**config.mk**
```make
export PLATFORM = sky130hd
export DESIGN_NAME = fir_engine_ctrl
export DESIGN_NICKNAME = d
export VERILOG_FILES = /design/src/rtl/fir_engine_ctrl_pkg.sv /design/src/rtl/fir_engine_ctrl_mac.sv /design/src/rtl/fir_engine_ctrl.sv
export SDC_FILE = /design/constraint.sdc
export NUM_CORES = 1
export LEC_CHECK = 0
export ABC_AREA = 1
export ABC_CLOCK_PERIOD_IN_PS = 8800
export BUFFER_PORTS_ARGS = -buffer_cell sky130_fd_sc_hd__buf_2
export CORE_MARGIN = 2
export CORE_UTILIZATION = 63
export CTS_CLUSTER_SIZE = 20
export DETAILED_ROUTE_END_ITERATION = 10
export PLACE_DENSITY = 0.84
export SLEW_MARGIN = 20
export SYNTH_ARGS = -nofsm -noshare
export SYNTH_HDL_FRONTEND = slang
export SYNTH_SLANG_ARGS = --single-unit
export TNS_END_PERCENT = 10
```
**constraint.sdc**
```tcl
create_clock -name axis_clk -period 8.8 [get_ports axis_clk]
set_clock_uncertainty 0.1 [all_clocks]
set_input_delay 0.44 -clock axis_clk [delete_from_list [all_inputs] [get_ports axis_clk]]
set_output_delay 0.44 -clock axis_clk [all_outputs]
set_load 0.02 [all_outputs]
```
**src/rtl/fir_engine_ctrl_pkg.sv**
```systemverilog
// Shared types and helpers for the FIR engine sequencer: FSM state encoding,
// byte-enable constants and a ceil-log2 used to size the RAM word index.
package fir_engine_ctrl_pkg;

   typedef enum logic [2:0] {
      S_IDLE,
      S_CLEAR,
      S_WAIT_IN,
      S_MAC,
      S_OUT,
      S_DONE
   } fir_state_e;

   localparam logic [3:0] WE_ALL  = 4'hF;
   localparam logic [3:0] WE_NONE = 4'h0;

   function automatic int fir_log2(input int n);
      int r;
      r = 0;
      for (int i = 0; i < 31; i++) begin
         if ((1 << i) < n) r = i + 1;
      end
      return r;
   endfunction

endpackage

```
**src/rtl/fir_engine_ctrl_mac.sv**
```systemverilog
// Registered multiply-accumulate for the FIR datapath; accumulator wraps modulo 2^W.
module fir_engine_ctrl_mac #(
   parameter int W = 32
) (
   input  logic         clk,
   input  logic         rst_n,
   input  logic         clr,
   input  logic         en,
   input  logic [W-1:0] coef,
   input  logic [W-1:0] sample,
   output logic [W-1:0] acc
);

   logic [W-1:0] prod;

   // The low W bits of a two's-complement product match the unsigned product.
   assign prod = coef * sample;

   always_ff @(posedge clk or negedge rst_n) begin
      if (!rst_n) begin
         acc <= '0;
      end else if (clr) begin
         acc <= '0;
      end else if (en) begin
         acc <= acc + prod;
      end
   end

endmodule

```
**src/rtl/fir_engine_ctrl.sv**
```systemverilog
// FIR sequencer: circular sample RAM, tap walk, MAC and stream/ap control.
// Optional FIR_TLAST_CHECK_EN adds a sticky tlast_err output.
module fir_engine_ctrl
   import fir_engine_ctrl_pkg::*;
#(
   parameter int pADDR_WIDTH = 12,
   parameter int pDATA_WIDTH = 32,
   parameter int Tape_Num    = 11,
   parameter int RAM_ADDR    = fir_log2(Tape_Num)
) (
   input  logic                   axis_clk,
   input  logic                   axis_rst_n,
   input  logic                   ap_start,
   input  logic [pDATA_WIDTH-1:0] data_length,
   output logic                   ap_idle,
   output logic                   ap_done,
   output logic [RAM_ADDR-1:0]    fir_raddr,
   input  logic [pDATA_WIDTH-1:0] fir_rdata,
   output logic [3:0]             data_WE,
   output logic                   data_EN,
   output logic [pADDR_WIDTH-1:0] data_A,
   output logic [pDATA_WIDTH-1:0] data_Di,
   input  logic [pDATA_WIDTH-1:0] data_Do,
`ifdef FIR_TLAST_CHECK_EN
   output logic                   tlast_err,
`endif
   input  logic                   ss_tvalid,
   input  logic [pDATA_WIDTH-1:0] ss_tdata,
   input  logic                   ss_tlast,
   output logic                   ss_tready,
   output logic                   sm_tvalid,
   output logic [pDATA_WIDTH-1:0] sm_tdata,
   output logic                   sm_tlast,
   input  logic                   sm_tready
);

   localparam int CW = RAM_ADDR + 1;
   localparam logic [CW-1:0]       LAST_IDX = CW'(Tape_Num - 1);
   localparam logic [CW-1:0]       MAC_END  = CW'(Tape_Num);
   localparam logic [RAM_ADDR-1:0] N_RA     = RAM_ADDR'(Tape_Num);
   localparam logic [RAM_ADDR-1:0] WRAP_RA  = RAM_ADDR'(Tape_Num - 1);

   fir_state_e state, next_state;

   logic [CW-1:0]          cnt;
   logic [RAM_ADDR-1:0]    wptr;
   logic [pDATA_WIDTH-1:0] out_cnt;
   logic [RAM_ADDR-1:0]    m_idx;
   logic [RAM_ADDR-1:0]    ram_idx;
   logic                   last_out;
   logic                   start_acc;
   logic                   in_hs;
   logic                   out_hs;
   logic                   mac_en;
   logic [pDATA_WIDTH-1:0] acc;

   assign m_idx    = cnt[RAM_ADDR-1:0];
   assign last_out = (out_cnt == data_length - 1'b1);

   // Stream handshakes: a beat moves on a rising edge where tvalid and tready are
   // both high; OUT holds sm_tdata/sm_tlast unchanged until that edge.
   always_comb begin
      next_state = state;
      start_acc  = 1'b0;
      in_hs      = 1'b0;
      out_hs     = 1'b0;
      case (state)
         S_IDLE, S_DONE: begin
            if (ap_start && ap_idle) begin
               start_acc  = 1'b1;
               next_state = S_CLEAR;
            end
         end
         S_CLEAR: begin
            if (cnt == LAST_IDX) next_state = (data_length == '0) ? S_DONE : S_WAIT_IN;
         end
         S_WAIT_IN: begin
            if (ss_tvalid) begin
               in_hs      = 1'b1;
               next_state = S_MAC;
            end
         end
         S_MAC: begin
            if (cnt == MAC_END) next_state = S_OUT;
         end
         S_OUT: begin
            if (sm_tready) begin
               out_hs     = 1'b1;
               next_state = last_out ? S_DONE : S_WAIT_IN;
            end
         end
         default: next_state = S_IDLE;
      endcase
   end

   always_comb begin
      ss_tready = 1'b0;
      sm_tvalid = 1'b0;
      sm_tlast  = 1'b0;
      data_EN   = 1'b0;
      data_WE   = WE_NONE;
      data_Di   = '0;
      ram_idx   = '0;
      fir_raddr = '0;
      mac_en    = 1'b0;
      case (state)
         S_CLEAR: begin
            data_EN = 1'b1;
            data_WE = WE_ALL;
            ram_idx = m_idx;
         end
         S_WAIT_IN: begin
            ss_tready = 1'b1;
            data_EN   = 1'b1;
            data_WE   = in_hs ? WE_ALL : WE_NONE;
            data_Di   = ss_tdata;
            ram_idx   = wptr;
         end
         S_MAC: begin
            data_EN   = 1'b1;
            fir_raddr = m_idx;
            // Newest sample pairs with tap 0, walking backwards around the ring.
            ram_idx   = (wptr >= m_idx) ? (wptr - m_idx) : (wptr + N_RA - m_idx);
            mac_en    = (cnt != '0);
         end
         S_OUT: begin
            sm_tvalid = 1'b1;
            sm_tlast  = last_out;
         end
         default: ;
      endcase
   end

   assign data_A   = {{(pADDR_WIDTH - RAM_ADDR - 2){1'b0}}, ram_idx, 2'b00};
   assign sm_tdata = acc;

   always_ff @(posedge axis_clk or negedge axis_rst_n) begin
      if (!axis_rst_n) state <= S_IDLE;
      else             state <= next_state;
   end

   always_ff @(posedge axis_clk or negedge axis_rst_n) begin
      if (!axis_rst_n) begin
         cnt     <= '0;
         wptr    <= '0;
         out_cnt <= '0;
         ap_idle <= 1'b1;
         ap_done <= 1'b0;
      end else begin
         if (next_state != state)                 cnt <= '0;
         else if (state == S_CLEAR || state == S_MAC) cnt <= cnt + 1'b1;

         if (start_acc) begin
            wptr    <= '0;
            out_cnt <= '0;
            ap_idle <= 1'b0;
            ap_done <= 1'b0;
         end else begin
            if (out_hs) begin
               wptr    <= (wptr == WRAP_RA) ? '0 : wptr + 1'b1;
               out_cnt <= out_cnt + 1'b1;
            end
            if (next_state == S_DONE && state != S_DONE) begin
               ap_idle <= 1'b1;
               ap_done <= 1'b1;
            end
         end
      end
   end

   fir_engine_ctrl_mac #(.W(pDATA_WIDTH)) u_mac (
      .clk    (axis_clk),
      .rst_n  (axis_rst_n),
      .clr    (in_hs),
      .en     (mac_en),
      .coef   (fir_rdata),
      .sample (data_Do),
      .acc    (acc)
   );

`ifdef FIR_TLAST_CHECK_EN
   always_ff @(posedge axis_clk or negedge axis_rst_n) begin
      if (!axis_rst_n)                          tlast_err <= 1'b0;
      else if (start_acc)                       tlast_err <= 1'b0;
      else if (in_hs && (ss_tlast != last_out)) tlast_err <= 1'b1;
   end
`else
   logic unused_tlast;
   assign unused_tlast = ss_tlast;
`endif

endmodule

```
# == After elaboration in Yosys (flattened, before gate mapping) ==
# Cells that the tools add are included.
# word_totals
output_inout_bits,90
mem_count,0
register_bits,78
latchBits,0
input_bits,134
ramBits,0
romBits,0
# classes
n_bitwise,0
div,0
multipliers,1
n_shift,0
n_lt_le_gt_ge,1
eq_ne,12
reduce_logical,12
addsub,8
mux,36
# op_table
cell,count
2-to-1 mux 32 bit,5
adder 32 x 1 -> 32 bit (second input constant),1
adder 32 bit,1
equality test 32 bit,1
logical NOT 32 bit,1
multiplier 32 x 32 -> 32 bit,1
subtractor 32 x 1 -> 32 bit (second input constant),1
2-to-1 mux 4 bit,6
2-to-1 mux 3 bit,7
one-hot mux 3 bit (5 select lines),1
2-to-1 mux 1 bit,13
one-hot mux 4 bit (3 select lines),1
equality test 5 x 4 -> 1 bit (second input constant),2
2-to-1 mux 5 bit,2
equality test 3 bit (second input constant),3
one-hot mux 4 bit (2 select lines),1
nonzero test 2 bit,4
subtractor 4 bit,2
equality test 3 x 2 -> 1 bit (second input constant),2
adder 5 x 1 -> 5 bit (second input constant),1
nonzero test 5 bit,1
adder 4 x 1 -> 4 bit (second input constant),1
adder 4 bit (second input constant),1
equality test 4 bit (second input constant),1
9 further kinds,10

# == Longest topological paths before layout ==
# depth
word_depth,9
ltp_mapped,33

# == Hierarchy ==
# A second synthesis with hierarchy kept.
# hier_totals
cells_unflattened,3342
area_unflattened_um2,23827.9
# by_module_without_submodules
mod,instances,cells_per_inst,area_each_um2
fir_engine_ctrl_mac,1,2558,19040.8
fir_engine_ctrl,1,784,4787.1

# == Worst setup path after synthesis ==
# No wires, ideal clock.
# synth_timing
path_type,input port to flip-flop
from,input fir_rdata[12]
to,register u_mac.acc[29]
t_arrival_ps,6634
setup_ps,129
stages,28
slack_ps,1937
path_buffers,2
path_cell_list,clkbuf_1 -> buf_1 -> nand2_1 -> inv_1 -> fa_1 -> fa_1 -> fa_1 -> inv_1 -> fa_1 -> inv_1 -> fa_1 -> inv_1 -> fa_1 -> inv_1 -> fa_1 -> inv_1 -> fa_1 -> inv_1 -> ha_1 -> a21oi_1 -> o21ai_0 -> a21oi_1 -> inv_1 -> a21o_1 -> a21oi_1 -> o21ai_0 -> o21ai_0 -> o21ai_0
# synth_between
elab_chain_cells,4
# synth_rtl
item,line,rtl
"start, declared",fir_engine_ctrl.sv:18,"input logic [pDATA_WIDTH-1:0] fir_rdata,"
multiplier 32 x 32 -> 32 bit,fir_engine_ctrl_mac.sv:17,assign prod = coef * sample;
adder 32 bit,fir_engine_ctrl_mac.sv:25,acc <= acc + prod;
2-to-1 mux 32 bit,fir_engine_ctrl_mac.sv:24,end else if (en) begin
2-to-1 mux 32 bit,fir_engine_ctrl_mac.sv:22,end else if (clr) begin
"end signal, assigned",fir_engine_ctrl_mac.sv:25,
"end, declared",fir_engine_ctrl_mac.sv:11,output logic [W-1:0] acc
# Every way passes these cells. The select of a mux whose other input is x is not followed.
# A chain may end at the register's enable or synchronous reset.

# == Worst setup path in the final report ==
# layout_timing
from,input data_Do[6]
to,register u_mac.acc[29]
# layout_between
elab_chain_cells,4
# layout_rtl
item,line,rtl
"start, declared",fir_engine_ctrl.sv:23,"input logic [pDATA_WIDTH-1:0] data_Do,"
multiplier 32 x 32 -> 32 bit,fir_engine_ctrl_mac.sv:17,
adder 32 bit,fir_engine_ctrl_mac.sv:25,
2-to-1 mux 32 bit,fir_engine_ctrl_mac.sv:24,
2-to-1 mux 32 bit,fir_engine_ctrl_mac.sv:22,
# Every way passes these cells. The select of a mux whose other input is x is not followed.

==> impl_metrics.json <==
{
  "htreeDepth": 3,
  "count_of_antenna_violating_nets_left_after_detailed_routing": 0,
  "synth_async_sr_flop_share_pct": 100,
  "min-delay-path-class": "in2async",
  "cp_peak_stage_delay_ns": 0.58,
  "clock-sinks": 78,
  "postLayoutSetupSlackWorst_ns": 1.49,
  "detailedRoute.firstIterationViolations": 1353,
  "timing_hold_violations_final": 0,
  "maximum_number_of_pins_on_one_net_before_global_route_repair": 79,
  "worst-r2r-setup-slack_ns": 1.79,
  "post_cts_setup_buffers": 0,
  "drive_gt1_share_pct": 8.50,
  "ctsLongestPathBuffers": 2,
  "ctsRootBufferMaster": "sky130_fd_sc_hd__clkbuf_16",
  "worstSkewPairLatency_ns": 0.35,
  "timing.critical_path.arrival_ns": 7.41,
  "postSynthCellCount": 3293,
  "fin_setup_tns_ns": 0,
  "via_count_of_the_first_global_routing_pass": 21600,
  "critical_path_peak_fanout": 26,
  "final_common_cell": "sky130_fd_sc_hd__inv_1",
  "place_ws_ns": 1.25,
  "most-common-layout-cells": "sky130_fd_sc_hd__inv_1 (985), sky130_fd_sc_hd__nand2_1 (813), sky130_fd_sc_hd__fa_1 (441)",
  "vias": 20800,
  "ys_seq_area_share_pct": 8.17,
  "via_per_inst": 5.29,
  "drv.max_cap_violation_count": 0,
  "grt_util_all_layers_pct": 34.6,
  "required_ns": 8.90,
  "route.final.wire_length_um": 64500,
  "number_of_placement_rows": 71,
  "die-width_um": 199,
  "area.sequential_mm2": 0.00195,
  "cp.depth": 27,
  "final.min_clock_period_ns": 7.31,
  "fp.dieArea_mm2": 0.0395,
  "grt.overflow.total": 0,
  "design.core.area_mm2": 0.0375,
  "layout-area-overhead-vs-synth_pct": 6.64,
  "worst_r2r_endpoint": "u_mac.acc[29]$_DFFE_PN0P_",
  "path_delay_family": "adder cells",
  "clock_buffers_created_by_tritoncts": 9,
  "first_pass_grt_wire_length_um": 107000,
  "yosys_warnings": 0,
  "io_pins": 224,
  "detailedRoute.firstPassIterationCount": 6,
  "ys.flop_type": "sky130_fd_sc_hd__dfrtp_1",
  "setup_viol_count_final": 0,
  "cts-resized-gates": 0,
  "nets": 4118,
  "mappedNetlistArea_mm2": 0.0239,
  "cts.hold.buffers_added": 0,
  "slew_violations": 0,
  "outcome": "finished, final reports clean",
  "floorplan.die.height_um": 199,
  "crit_slowest_cell": "sky130_fd_sc_hd__buf_2",
  "reg2reg_from": "u_mac.acc[18]$_DFFE_PN0P_",
  "setup_repair_after_global_routing_missed_its_margin": "no",
  "place.detailed.hpwl_um": 52700,
  "yosys.cell_types.count": 60,
  "crit_path_start_kind": "primary input",
  "syn-mean-instance-area_um2": 7.26,
  "max_slew.worst_pin.slew_ns": 0.921,
  "routabilityCongestion": 0.964,
  "end_kind": "register",
  "layout_worst_path_cycle_share_pct": 83.0,
  "multiInputGateArea_mm2": 0.0177,
  "post-route-drc-count": 0,
  "postLayoutCoreUtil_pct": 68.0,
  "fillCellCount": 3221,
  "critical_path_buf_inv_count": 9,
  "slew_headroom_pct": 38.6,
  "synth-edff-count": 0,
  "grt_antenna_before_repair": 9,
  "clkSlewWorstSetupHoldPaths_ns": 0.07,
  "io_buffer_count": 214,
  "critical_path.startpoint": "data_Do[6]",
  "timing.fmax_mhz": 137,
  "clock_tree_from_tritoncts": "built",
  "start_util_pct": 63.8,
  "drt-wirelength-per-cell_um": 16.4,
  "timing.reg2reg.worst_path_depth": 24,
  "synth_seq_cells": 78,
  "critical_path_class": "in2reg"
}
per-stage QoR:
stage | hold slack (ns) | cells | instance area [µm²]
floorplan | 0.0444 | 3300 | 23900
global placement | 0.375 | 3906 | 25200
detailed placement | 0.380 | 3906 | 25200
CTS | 0.209 | 3922 | 25500
global route | 0.0708 | 3926 | 25500
finish | 0.0142 | 3931 | 25500
routing by layer:
layer / vias up / track usage [%] / part of all wire (%)
met2: 955 / 57.9 / 48
met1: 9998 / 43.4 / 38
met4: 4 / 14.1 / 4.3
met3: 201 / 8.12 / 10
met5: - / 0 / 0.031
li1: 9643 / - / -
logic make-up after synthesis:
group / share of synthesized area (%)
xor+xnor: 4.00
buf+inv: 17.8
flops: 8.17
simple gates: 20.8
fa+ha+maj: 44.1
other cells: 0.0157
compound gates: 5.14
Yosys cell counts (24+ instances only):
cell type / count / area share [%]
sky130_fd_sc_hd__nor3_1: 30 / 0.63
sky130_fd_sc_hd__a21oi_1: 81 / 1.7
sky130_fd_sc_hd__clkbuf_1: 99 / 1.6
sky130_fd_sc_hd__xnor2_1: 44 / 1.6
sky130_fd_sc_hd__xor2_1: 60 / 2.2
sky130_fd_sc_hd__fa_1: 441 / 37
sky130_fd_sc_hd__nand3_1: 80 / 1.7
sky130_fd_sc_hd__nand4_1: 24 / 0.63
sky130_fd_sc_hd__nor2_1: 182 / 2.9
sky130_fd_sc_hd__dfrtp_1: 77 / 8.1
sky130_fd_sc_hd__inv_1: 985 / 15
sky130_fd_sc_hd__ha_1: 137 / 7.2
sky130_fd_sc_hd__o21ai_0: 79 / 1.7
sky130_fd_sc_hd__nand2_1: 813 / 13
flip-flops by register name (all words and copies together), names as in the netlist:
register,count
state,3
out_cnt,32
ap_idle,1
cnt,5
u_mac.acc,32
wptr,4
ap_done,1
layout make-up:
cell class,instances,share of cell area [%]
multi-input cells,2105,69.6
inverters,990,14.6
flip-flops and latches,78,7.66
repair buffers,222,4.46
well taps,511,2.51
clock buffers,9,0.884
clock inverters,7,0.255
diodes,9,0.0884
worst register-to-register path: stages (launching register included):
cell,delay (ns)
sky130_fd_sc_hd__dfrtp_1,0.46
sky130_fd_sc_hd__fa_1,0.55
sky130_fd_sc_hd__fa_1,0.51
sky130_fd_sc_hd__fa_1,0.49
sky130_fd_sc_hd__inv_1,0.06
sky130_fd_sc_hd__fa_1,0.54
sky130_fd_sc_hd__inv_1,0.06
sky130_fd_sc_hd__fa_1,0.50
sky130_fd_sc_hd__inv_1,0.05
sky130_fd_sc_hd__fa_1,0.53
sky130_fd_sc_hd__inv_1,0.05
sky130_fd_sc_hd__fa_1,0.48
sky130_fd_sc_hd__inv_1,0.05
sky130_fd_sc_hd__fa_1,0.50
sky130_fd_sc_hd__inv_1,0.05
sky130_fd_sc_hd__ha_1,0.33
sky130_fd_sc_hd__a21oi_1,0.18
sky130_fd_sc_hd__o21ai_0,0.14
sky130_fd_sc_hd__a21oi_1,0.14
sky130_fd_sc_hd__inv_1,0.08
sky130_fd_sc_hd__a21o_1,0.19
sky130_fd_sc_hd__a21oi_1,0.22
sky130_fd_sc_hd__o21ai_0,0.17
sky130_fd_sc_hd__o21ai_0,0.31
sky130_fd_sc_hd__o21ai_0,0.14
how the worst max path moves through the flow:
stage	slack (ns)	end
5_1_grt	1.11	u_mac.acc[29]$_DFFE_PN0P_
3_3_place_gp	1.37	u_mac.acc[29]$_DFFE_PN0P_
2_1_floorplan	1.94	u_mac.acc[29]$_DFFE_PN0P_
4_1_cts	1.58	u_mac.acc[29]$_DFFE_PN0P_
6_report	1.49	u_mac.acc[29]$_DFFE_PN0P_
3_5_place_dp	1.25	u_mac.acc[29]$_DFFE_PN0P_
Power is left out: the tool's default activity adds up to more than one toggle a clock period on the data nets, which glitch-free logic cannot reach.
